[src/rtl/reset_value_bank_pkg.sv]
// Shared types and helpers for the reset-value register bank.
// Latency: n/a (declarations only).
// Backpressure: n/a (declarations only).
package reset_value_bank_pkg;

   // Sequencer states for the soft-reset window
   typedef enum logic [1:0] {
      ST_IDLE = 2'd0,
      ST_HOLD = 2'd1,
      ST_DONE = 2'd2
   } rvb_state_e;

   // LSB position of channel ch inside a packed multi-channel vector
   function automatic int unsigned ch_lsb(input int unsigned ch, input int unsigned width);
      return ch * width;
   endfunction

endpackage

[src/rtl/reset_value_bank_if.sv]
// Bus bundle between the control/scan side (master) and the register bank (slave).
// Latency: n/a (wires only).
// Backpressure: none; requests arriving outside IDLE are dropped by the bank.
interface reset_value_bank_if #(
   parameter int NUM_CH = 4,
   parameter int WIDTH  = 8
);
   logic [NUM_CH-1:0]       en_i;
   logic [NUM_CH*WIDTH-1:0] data_i;
   logic [NUM_CH*WIDTH-1:0] data_o;
   logic                    soft_rst_req_i;
   logic                    snap_req_i;
   logic                    shift_en_i;
   logic                    shift_i;
   logic                    shift_o;
   logic                    busy_o;
   logic                    done_o;

   modport master (
      output en_i, data_i, soft_rst_req_i, snap_req_i, shift_en_i, shift_i,
      input  data_o, shift_o, busy_o, done_o
   );

   modport slave (
      input  en_i, data_i, soft_rst_req_i, snap_req_i, shift_en_i, shift_i,
      output data_o, shift_o, busy_o, done_o
   );
endinterface

[src/rtl/reset_value_shadow.sv]
// Shadow reset-value register: parameter load on reset, parallel snapshot, serial shift.
// Latency: 1 cycle for snapshot/shift; shift_o is bit 0 of the register (pre-edge value visible).
// Backpressure: none; the caller gates snap_i/shift_en_i and snapshot beats shift.
module reset_value_shadow #(
   parameter int                N_BITS       = 32,
   parameter logic [N_BITS-1:0] RESET_VALUES = '0
) (
   input  logic              clk_i,
   input  logic              rst_i,
   input  logic              snap_i,
   input  logic [N_BITS-1:0] snap_dat_i,
   input  logic              shift_en_i,
   input  logic              shift_i,
   output logic              shift_o,
   output logic [N_BITS-1:0] shadow_o
);

   logic [N_BITS-1:0] shadow_q;

   // Reset to the parameter image, else snapshot, else shift in at the MSB
   always_ff @(posedge clk_i) begin
      if (rst_i) begin
         shadow_q <= RESET_VALUES;
      end else if (snap_i) begin
         shadow_q <= snap_dat_i;
      end else if (shift_en_i) begin
         shadow_q <= {shift_i, shadow_q[N_BITS-1:1]};
      end
   end

   assign shift_o  = shadow_q[0];
   assign shadow_o = shadow_q;

endmodule

[src/rtl/reset_value_bank.sv]
// Multi-channel register bank whose reset values come from a programmable shadow register.
// Latency: 1 cycle capture; soft reset holds shadow values for HOLD_CYCLES then pulses done_o.
// Backpressure: none; requests are taken only in IDLE, others are dropped (busy_o flags HOLD).
module reset_value_bank
   import reset_value_bank_pkg::*;
#(
   parameter int                       NUM_CH       = 4,
   parameter int                       WIDTH        = 8,
   parameter logic [NUM_CH*WIDTH-1:0]  RESET_VALUES = {NUM_CH*WIDTH{1'b0}},
   parameter logic [NUM_CH-1:0]        CH_HAS_RST   = {NUM_CH{1'b1}},
   parameter logic [NUM_CH-1:0]        CH_HAS_EN    = {NUM_CH{1'b1}},
   parameter int                       HOLD_CYCLES  = 2
) (
   input logic               clk_i,
   input logic               rst_i,
   reset_value_bank_if.slave bus
);

   localparam int N_BITS = NUM_CH * WIDTH;
   localparam int CNT_W  = $clog2(HOLD_CYCLES + 1);

   localparam logic [1:0]       S_IDLE   = ST_IDLE;
   localparam logic [1:0]       S_HOLD   = ST_HOLD;
   localparam logic [1:0]       S_DONE   = ST_DONE;
   localparam logic [CNT_W-1:0] CNT_LAST = CNT_W'(HOLD_CYCLES - 1);

   logic [1:0]        state_q;
   logic [CNT_W-1:0]  cnt_q;
   logic [N_BITS-1:0] shadow;
   logic [N_BITS-1:0] data_q;
   logic [WIDTH-1:0]  ch_q [NUM_CH];

   logic in_idle;
   logic acc_soft;
   logic acc_snap;
   logic acc_shift;
   logic apply_shadow;

   // Request arbitration: only in IDLE, soft reset > snapshot > shift
   assign in_idle      = (state_q == S_IDLE);
   assign acc_soft     = in_idle & bus.soft_rst_req_i;
   assign acc_snap     = in_idle & ~bus.soft_rst_req_i & bus.snap_req_i;
   assign acc_shift    = in_idle & ~bus.soft_rst_req_i & ~bus.snap_req_i & bus.shift_en_i;
   // Shadow is driven into reset channels on the accepting edge and every HOLD edge
   assign apply_shadow = acc_soft | (state_q == S_HOLD);

   // Soft-reset sequencer: IDLE -> HOLD (HOLD_CYCLES cycles) -> DONE (1 cycle) -> IDLE
   always_ff @(posedge clk_i) begin
      if (rst_i) begin
         state_q <= S_IDLE;
         cnt_q   <= '0;
      end else begin
         case (state_q)
            S_IDLE: begin
               if (acc_soft) begin
                  state_q <= S_HOLD;
                  cnt_q   <= '0;
               end
            end
            S_HOLD: begin
               if (cnt_q == CNT_LAST) begin
                  state_q <= S_DONE;
               end else begin
                  cnt_q <= cnt_q + CNT_W'(1);
               end
            end
            S_DONE: begin
               state_q <= S_IDLE;
               cnt_q   <= '0;
            end
            default: begin
               state_q <= S_IDLE;
               cnt_q   <= '0;
            end
         endcase
      end
   end

   for (genvar c = 0; c < NUM_CH; c++) begin : g_ch
      logic cap;
      // Channels without an enable capture every cycle
      assign cap = bus.en_i[c] | ~CH_HAS_EN[c];

      if (CH_HAS_RST[c]) begin : g_rst
         // Hard reset to parameter value, soft reset to shadow, else normal capture
         always_ff @(posedge clk_i) begin
            if (rst_i) begin
               ch_q[c] <= RESET_VALUES[ch_lsb(c, WIDTH) +: WIDTH];
            end else if (apply_shadow) begin
               ch_q[c] <= shadow[ch_lsb(c, WIDTH) +: WIDTH];
            end else if (cap) begin
               ch_q[c] <= bus.data_i[ch_lsb(c, WIDTH) +: WIDTH];
            end
         end
      end else begin : g_norst
         // Non-reset channel: ignores both reset kinds and just captures
         always_ff @(posedge clk_i) begin
            if (cap) begin
               ch_q[c] <= bus.data_i[ch_lsb(c, WIDTH) +: WIDTH];
            end
         end
      end

      assign data_q[ch_lsb(c, WIDTH) +: WIDTH] = ch_q[c];
   end

   reset_value_shadow #(
      .N_BITS       (N_BITS),
      .RESET_VALUES (RESET_VALUES)
   ) u_shadow (
      .clk_i      (clk_i),
      .rst_i      (rst_i),
      .snap_i     (acc_snap),
      .snap_dat_i (data_q),
      .shift_en_i (acc_shift),
      .shift_i    (bus.shift_i),
      .shift_o    (bus.shift_o),
      .shadow_o   (shadow)
   );

   assign bus.data_o = data_q;
   assign bus.busy_o = (state_q == S_HOLD);
   assign bus.done_o = (state_q == S_DONE);

endmodule
[src/flat_wrapper.sv]
// flat-port wrapper written by rule: the top's interface ports become plain ports
module reset_value_bank_flat import reset_value_bank_pkg::*;
#(
   parameter int                       NUM_CH       = 4,
   parameter int                       WIDTH        = 8,
   parameter logic [NUM_CH*WIDTH-1:0]  RESET_VALUES = {NUM_CH*WIDTH{1'b0}},
   parameter logic [NUM_CH-1:0]        CH_HAS_RST   = {NUM_CH{1'b1}},
   parameter logic [NUM_CH-1:0]        CH_HAS_EN    = {NUM_CH{1'b1}},
   parameter int                       HOLD_CYCLES  = 2
)
  (clk_i, rst_i, bus_en_i, bus_data_i, bus_soft_rst_req_i, bus_snap_req_i, bus_shift_en_i, bus_shift_i, bus_data_o, bus_shift_o, bus_busy_o, bus_done_o);
  reset_value_bank_if #(.NUM_CH(NUM_CH), .WIDTH(WIDTH)) bus_i ();
  input logic clk_i;
  input logic rst_i;
  input wire logic [$bits(bus_i.en_i)-1:0] bus_en_i;
  input wire logic [$bits(bus_i.data_i)-1:0] bus_data_i;
  input wire logic [$bits(bus_i.soft_rst_req_i)-1:0] bus_soft_rst_req_i;
  input wire logic [$bits(bus_i.snap_req_i)-1:0] bus_snap_req_i;
  input wire logic [$bits(bus_i.shift_en_i)-1:0] bus_shift_en_i;
  input wire logic [$bits(bus_i.shift_i)-1:0] bus_shift_i;
  output wire logic [$bits(bus_i.data_o)-1:0] bus_data_o;
  output wire logic [$bits(bus_i.shift_o)-1:0] bus_shift_o;
  output wire logic [$bits(bus_i.busy_o)-1:0] bus_busy_o;
  output wire logic [$bits(bus_i.done_o)-1:0] bus_done_o;
  assign bus_i.en_i = bus_en_i;
  assign bus_i.data_i = bus_data_i;
  assign bus_i.soft_rst_req_i = bus_soft_rst_req_i;
  assign bus_i.snap_req_i = bus_snap_req_i;
  assign bus_i.shift_en_i = bus_shift_en_i;
  assign bus_i.shift_i = bus_shift_i;
  assign bus_data_o = bus_i.data_o;
  assign bus_shift_o = bus_i.shift_o;
  assign bus_busy_o = bus_i.busy_o;
  assign bus_done_o = bus_i.done_o;
  reset_value_bank #(.NUM_CH(NUM_CH), .WIDTH(WIDTH), .RESET_VALUES(RESET_VALUES), .CH_HAS_RST(CH_HAS_RST), .CH_HAS_EN(CH_HAS_EN), .HOLD_CYCLES(HOLD_CYCLES)) u_core (.clk_i(clk_i), .rst_i(rst_i), .bus(bus_i));
endmodule
[config.mk]
export PLATFORM = sky130hd
export DESIGN_NAME = reset_value_bank_flat
export DESIGN_NICKNAME = d
export VERILOG_FILES = /design/src/rtl/reset_value_bank_pkg.sv /design/src/rtl/reset_value_bank_if.sv /design/src/rtl/reset_value_shadow.sv /design/src/rtl/reset_value_bank.sv /design/src/flat_wrapper.sv
export SDC_FILE = /design/constraint.sdc
export NUM_CORES = 1
export LEC_CHECK = 0
export ABC_AREA = 1
export BUFFER_PORTS_ARGS = -buffer_cell sky130_fd_sc_hd__buf_2
export CAP_MARGIN = 10
export CORE_MARGIN = 4
export CORE_UTILIZATION = 45
export CTS_BUF_LIST = sky130_fd_sc_hd__clkbuf_8
export CTS_CLUSTER_DIAMETER = 80
export DETAILED_ROUTE_END_ITERATION = 8
export HOLD_SLACK_MARGIN = 0.15
export PLACE_DENSITY = 0.68
export SLEW_MARGIN = 20
export SYNTH_ARGS = -nofsm -noshare
export SYNTH_HDL_FRONTEND = slang
export SYNTH_SLANG_ARGS = --single-unit
[constraint.sdc]
create_clock -name clk_i -period 2.9 [get_ports clk_i]
set_input_delay 0.29 -clock clk_i [delete_from_list [all_inputs] [get_ports clk_i]]
set_output_delay 0.29 -clock clk_i [all_outputs]
set_load 0.01 [all_outputs]
# [Word level (Yosys, flattened, before mapping)]
# Memory sizes are Yosys's and may differ from the RTL's.
# Cells that the tools add are included.
[word_totals] out_inout_bits=35 regBits=36 n_memories=1 mem_bits_rw=32
[classes] addsub=1 n_mux=37 n_reduce_logical=4 bitwise_logic=16 n_eq_ne=6
[memory_table] name="u_core.ch_q" depth=4 width=8 rd=4 rd_clocked_by_memory_dff=0 write_ports=4 line_no="reset_value_bank.sv:31" rtl="logic [WIDTH-1:0] ch_q [NUM_CH];"
[op_table] cell="32-bit two-way mux" n=2
[op_table] cell="8-bit two-way mux" n=8
[op_table] cell="1-bit two-way mux" n=21
[op_table] cell="1-bit bitwise OR" n=9
[op_table] cell="2-bit two-way mux" n=4
[op_table] cell="2-bit case mux with 2 select lines" n=2
[op_table] cell="1-bit bitwise AND" n=5
[op_table] cell="2-bit by 1-bit equality test with 1-bit output (second input constant)" n=2
[op_table] cell="2-bit != test (second input constant)" n=2
[op_table] cell="2-bit AND reduction" n=2
[op_table] cell="2-bit by 1-bit adder with 2-bit output (second input constant)" n=1
[op_table] cell="2-bit equality test (second input constant)" n=1
[op_table] cell="2-bit logical NOT" n=1
[op_table] cell="2-bit by 1-bit != test with 1-bit output (second input constant)" n=1
[op_table] cell="1-bit NOT" n=2
[op_table] cell="2-bit nonzero test" n=1

# [Depth between registers and ports, before layout]
[depth] word_depth=8 ltp_mapped=7 depth_no_buf=7

# [By module]
# From an unflattened synthesis, not the netlist that was laid out.
[unflattened] cells_unflattened=455 area_unflattened_um2=3475.8
[modules_own_cells] mod="reset_value_bank" seq_area_each_um2=1041.0 cells_each=181 instances=1 area_each_um2=1791.7
[modules_own_cells] mod="reset_value_shadow" seq_area_each_um2=640.6 cells_each=274 instances=1 area_each_um2=1684.1

# [Worst setup path before layout]
# OpenSTA, ideal clock, no wires.
[synth_path] path_type="flip-flop to flip-flop" from="register u_core.state_q[0]" to="memory u_core.ch_q[0][0] (enable)" path_slack_ns=1.596 n_path_buf=0 stages_incl_launch_ff=5 setup_time_ns=0.329 arrival_time_ns=0.975 cell_sequence="dfxtp_1 -> o21ai_2 -> nand2_2 -> inv_1 -> nand2_1"
[synth_lines] element="start, declared" line_no="reset_value_bank.sv:27" rtl="logic [1:0] state_q;"
[synth_lines] element="start signal, assigned" line_no="reset_value_bank.sv:50" rtl="state_q <= S_IDLE;"
[synth_lines] element="start signal, assigned" line_no="reset_value_bank.sv:56" rtl="state_q <= S_HOLD;"
[synth_lines] element="start signal, assigned" line_no="reset_value_bank.sv:62" rtl="state_q <= S_DONE;"
[synth_lines] element="end, declared" line_no="reset_value_bank.sv:31"

# [Worst setup path in the final report]
[layout_path] from="register u_core.state_q[1]" to="register u_core.u_shadow.shadow_q[11] (netlist: u_core.u_shadow.shadow_o[11])"
[layout_between] elab_chain_cells=5 elab_cells_between_ends=7 cone_classes="mux (1); bitwise (4); reduce/logical (2)"
[layout_rtl] element="2-bit logical NOT *" line_no="reset_value_bank.sv:40" rtl="assign in_idle = (state_q == S_IDLE);"
[layout_rtl] element="1-bit bitwise AND *" line_no="reset_value_bank.sv:42, reset_value_bank.sv:43"
[layout_rtl] element="1-bit bitwise AND (2 in series)" line_no="reset_value_bank.sv:43" rtl="assign acc_shift = in_idle & ~bus.soft_rst_req_i & ~bus.snap_req_i & bus.shift_en_i;"
[layout_rtl] element="2-bit nonzero test (no source line)"
[layout_rtl] element="end signal, assigned" line_no="reset_value_shadow.sv:25" rtl="shadow_q <= snap_dat_i;"
[layout_rtl] element="end signal, assigned" line_no="reset_value_shadow.sv:27" rtl="shadow_q <= {shift_i, shadow_q[N_BITS-1:1]};"
[layout_rtl] element="end, declared" line_no="reset_value_shadow.sv:18" rtl="logic [N_BITS-1:0] shadow_q;"
# Every way passes the cells marked *; elsewhere a longest branch is shown, timed or not.
# A chain may end at the register's enable or synchronous reset.

==> results.cfg <==
[run_status]
status = finished, final reports clean

[yosys]
synth_top_family_by_area = simple AND/OR/NAND/NOR gates
yosysWarnings = 0
synth-compound-area-share_pct = 7.94
synth_top_area_cell = edfxtp_1
syn_nets = 469
post_synth_and_or_nand_nor_area_fraction_pct = 30.8
synth_edf_count = 32
synth_seq_area_share_pct = 48.7
yosys.area.top_type_share_pct = 27.9
yosysUniqueCellTypes = 24
yosys.area_share.adder_pct = 0.363
synth_xor_area_share_pct = 0
synth_area_leaders = edfxtp_1 (28%), dfxtp_1 (21%), nand2_1 (8.3%)
synth-async-reset-ratio_pct = 0
syn_inst = 426
ys.flop_type = dfxtp_1
synthMuxAreaShare_pct = 0
syn_avg_cell_area_sq_um = 8.10
ys_ff_latch = 68
syn_area_sq_mm = 0.00345

[floorplanning]
die_area_sq_mm = 0.00913
fp.dieW_microns = 95.6
die_h_microns = 95.6
fp-row-count = 31
io_pins = 77
core-area_sq_mm = 0.00737
start_util_pct = 46.8

[clock_tree]
tritoncts = done
h-tree-depth = 3
ctsResizeCount = 0
holdBufCountCts = 0
numCtsBuffers = 9
root_buffer = clkbuf_8
clock_latency_ns = 0.36
path_clk_slew_ns = 0.07
clock-sinks = 68
post-cts-setup-buffer-count = 0
cts_buffer_depth = 2

[detailed_routing]
drt_iter0_drc = 138
vias = 2928
drt-pass1-iter-count = 4
drc = 0
post_drt_via_cell_ratio = 4.89
wl_met3_microns = 611
wl_met1_microns = 3710
wl_met2_microns = 3440
routed.top_layer = met4
avgRoutedWirePerCell_microns = 13.2
drt_wl_total_microns = 7910
antenna_left = 0

[sta]
setup_viol = 0
max_freq_ghz = 0.532
min_period_ns = 1.88
rsz0062_at_grt = false
slew_violations = 0
hold_viol_final = 0
period_share_pct = 64.8
finClkSkew_ns = 0.0127
worst_slew_pin_slew_ns = 0.642
whs_ns = 0.208
relSlewSlack_pct = 57.2
tns_ns = 0

[setup_path]
worstSetupEndpointType = flop
cp.arrival_ns = 2.12
reg2reg_depth = 6
cp_slowest_stage_delay_ns = 0.51
path_cells = nor2_8 > nand3_4 > nand2_1 > nor2_1 > nor2_1 > nor2_1
critPathRequiredTime_ns = 3.14
path_common_cell = nor2_1
slowest_stage = nand3_4
reg2reg_from = u_core.state_q[1]
reg2reg_slack_ns = 1.02
critPathKind = flop to flop
worst_setup_path_start_kind = flop
r2r_end = u_core.u_shadow.shadow_o[11]
crit_fanout = 55

[global_routing]
antenna_found_initial = 0
overflow = 0
grt_max_degree = 56
grt_usage_pct = 18.2
grt_pass1_vias = 2699
grt_first_pass_wirelength_microns = 12900

[final_layout]
mostFrequentLayoutCells = nand2_1 (76), inv_1 (76), buf_2 (76)
finalNonFillerCells = 599
drive_gt1_share_pct = 26.6
num_antenna_cells = 0
nets = 538
syn_to_final_growth_pct = 16.8
final_area_sq_mm = 0.00403

[power_and_ir_drop]
power_density_mw_per_mm2 = 567
leakage_uw = 0.00187
vdd_drop_max_uv = 411
finalPower_uw = 2290

[place]
dp_hpwl_microns = 5260
gp_congestion = 0.818
placed_area_sq_mm = 0.00385
io_buffers = 76
post-place-cells = 583

[worst_hold_path]
worstHoldEndpoint = u_core.ch_q[3][3]
hp-class = input pin to flop
min_from = bus_data_i[27]
min_delay_path_depth = 3

[job]
maxCapViolations = 0
report_power, final:
| group | internal (uW) | leakage, uW | switching, uW |
|---|---|---|---|
| clock | 381 | 0.000106 | 358 |
| combinational | 147 | 0.00110 | 251 |
| sequential | 1100 | 0.000669 | 49.3 |
| total | 1630 | 0.00187 | 658 |
logic make-up after synthesis:
family	count (synthesis)
AO/OA/AOI/OAI	39
adder cells (fa/ha/maj)	1
flip-flops	68
AND/OR/NAND/NOR	222
buffers and inverters	96
critical path: cells and delay by family, from the launching register on:
kind             cells  cell delay, ns
AND/OR/NAND/NOR      6            1.38
flip-flops           1            0.37
cells in the mapped netlist (6+ instances only):
| cell type | number |
|---|---|
| buf_2 | 11 |
| dfxtp_1 | 36 |
| edfxtp_1 | 32 |
| inv_1 | 72 |
| nand2_1 | 76 |
| nand3_1 | 54 |
| nand4_1 | 6 |
| nor2_1 | 49 |
| nor3_1 | 18 |
| nor3_2 | 10 |
| o21ai_1 | 10 |
| o21ai_2 | 21 |
routing by layer:
metal / GRT usage, % / vias up
li1: - / 1501
met1: 25.5 / 1319
met2: 26.9 / 94
met3: 3.55 / 14
met4: 9.00 / 0
met5: 0 / -
final cells by class:
class	instances	area [sq um]
clock buffers	9	124
clock inverters	7	53.8
fillers	749	3340
inverters	75	282
multi-input cells	262	1350
flip-flops and latches	68	1680
well taps	99	124
repair buffers	79	415
stage by stage:
step	util, %	setup WS (ns)
after floorplan	-	1.60
after global placement	52.3	1.06
after detailed placement	52.3	1.01
after CTS	54.7	1.01
after global routing	54.7	0.789
final	54.7	1.02
flip-flops by register name (all words and copies together) (netlist names):
name,flops
u_core.cnt_q,2
u_core.state_q,2
u_core.ch_q,32
u_core.u_shadow.shadow_o,32
worst max path at each step:
stage	startpoint	to	cells after the start	slack (ns)
floorplan	u_core.state_q[0]	u_core.ch_q[0][0]	4	1.60
global placement	bus_soft_rst_req_i	u_core.u_shadow.shadow_o[31]	7	1.06
detailed placement	bus_soft_rst_req_i	u_core.u_shadow.shadow_o[31]	7	1.01
CTS	u_core.state_q[0]	u_core.u_shadow.shadow_o[11]	6	1.01
global route	u_core.state_q[0]	u_core.u_shadow.shadow_o[11]	6	0.79
finish	u_core.state_q[1]	u_core.u_shadow.shadow_o[11]	6	1.02
Power figures use the tool's default switching activity.
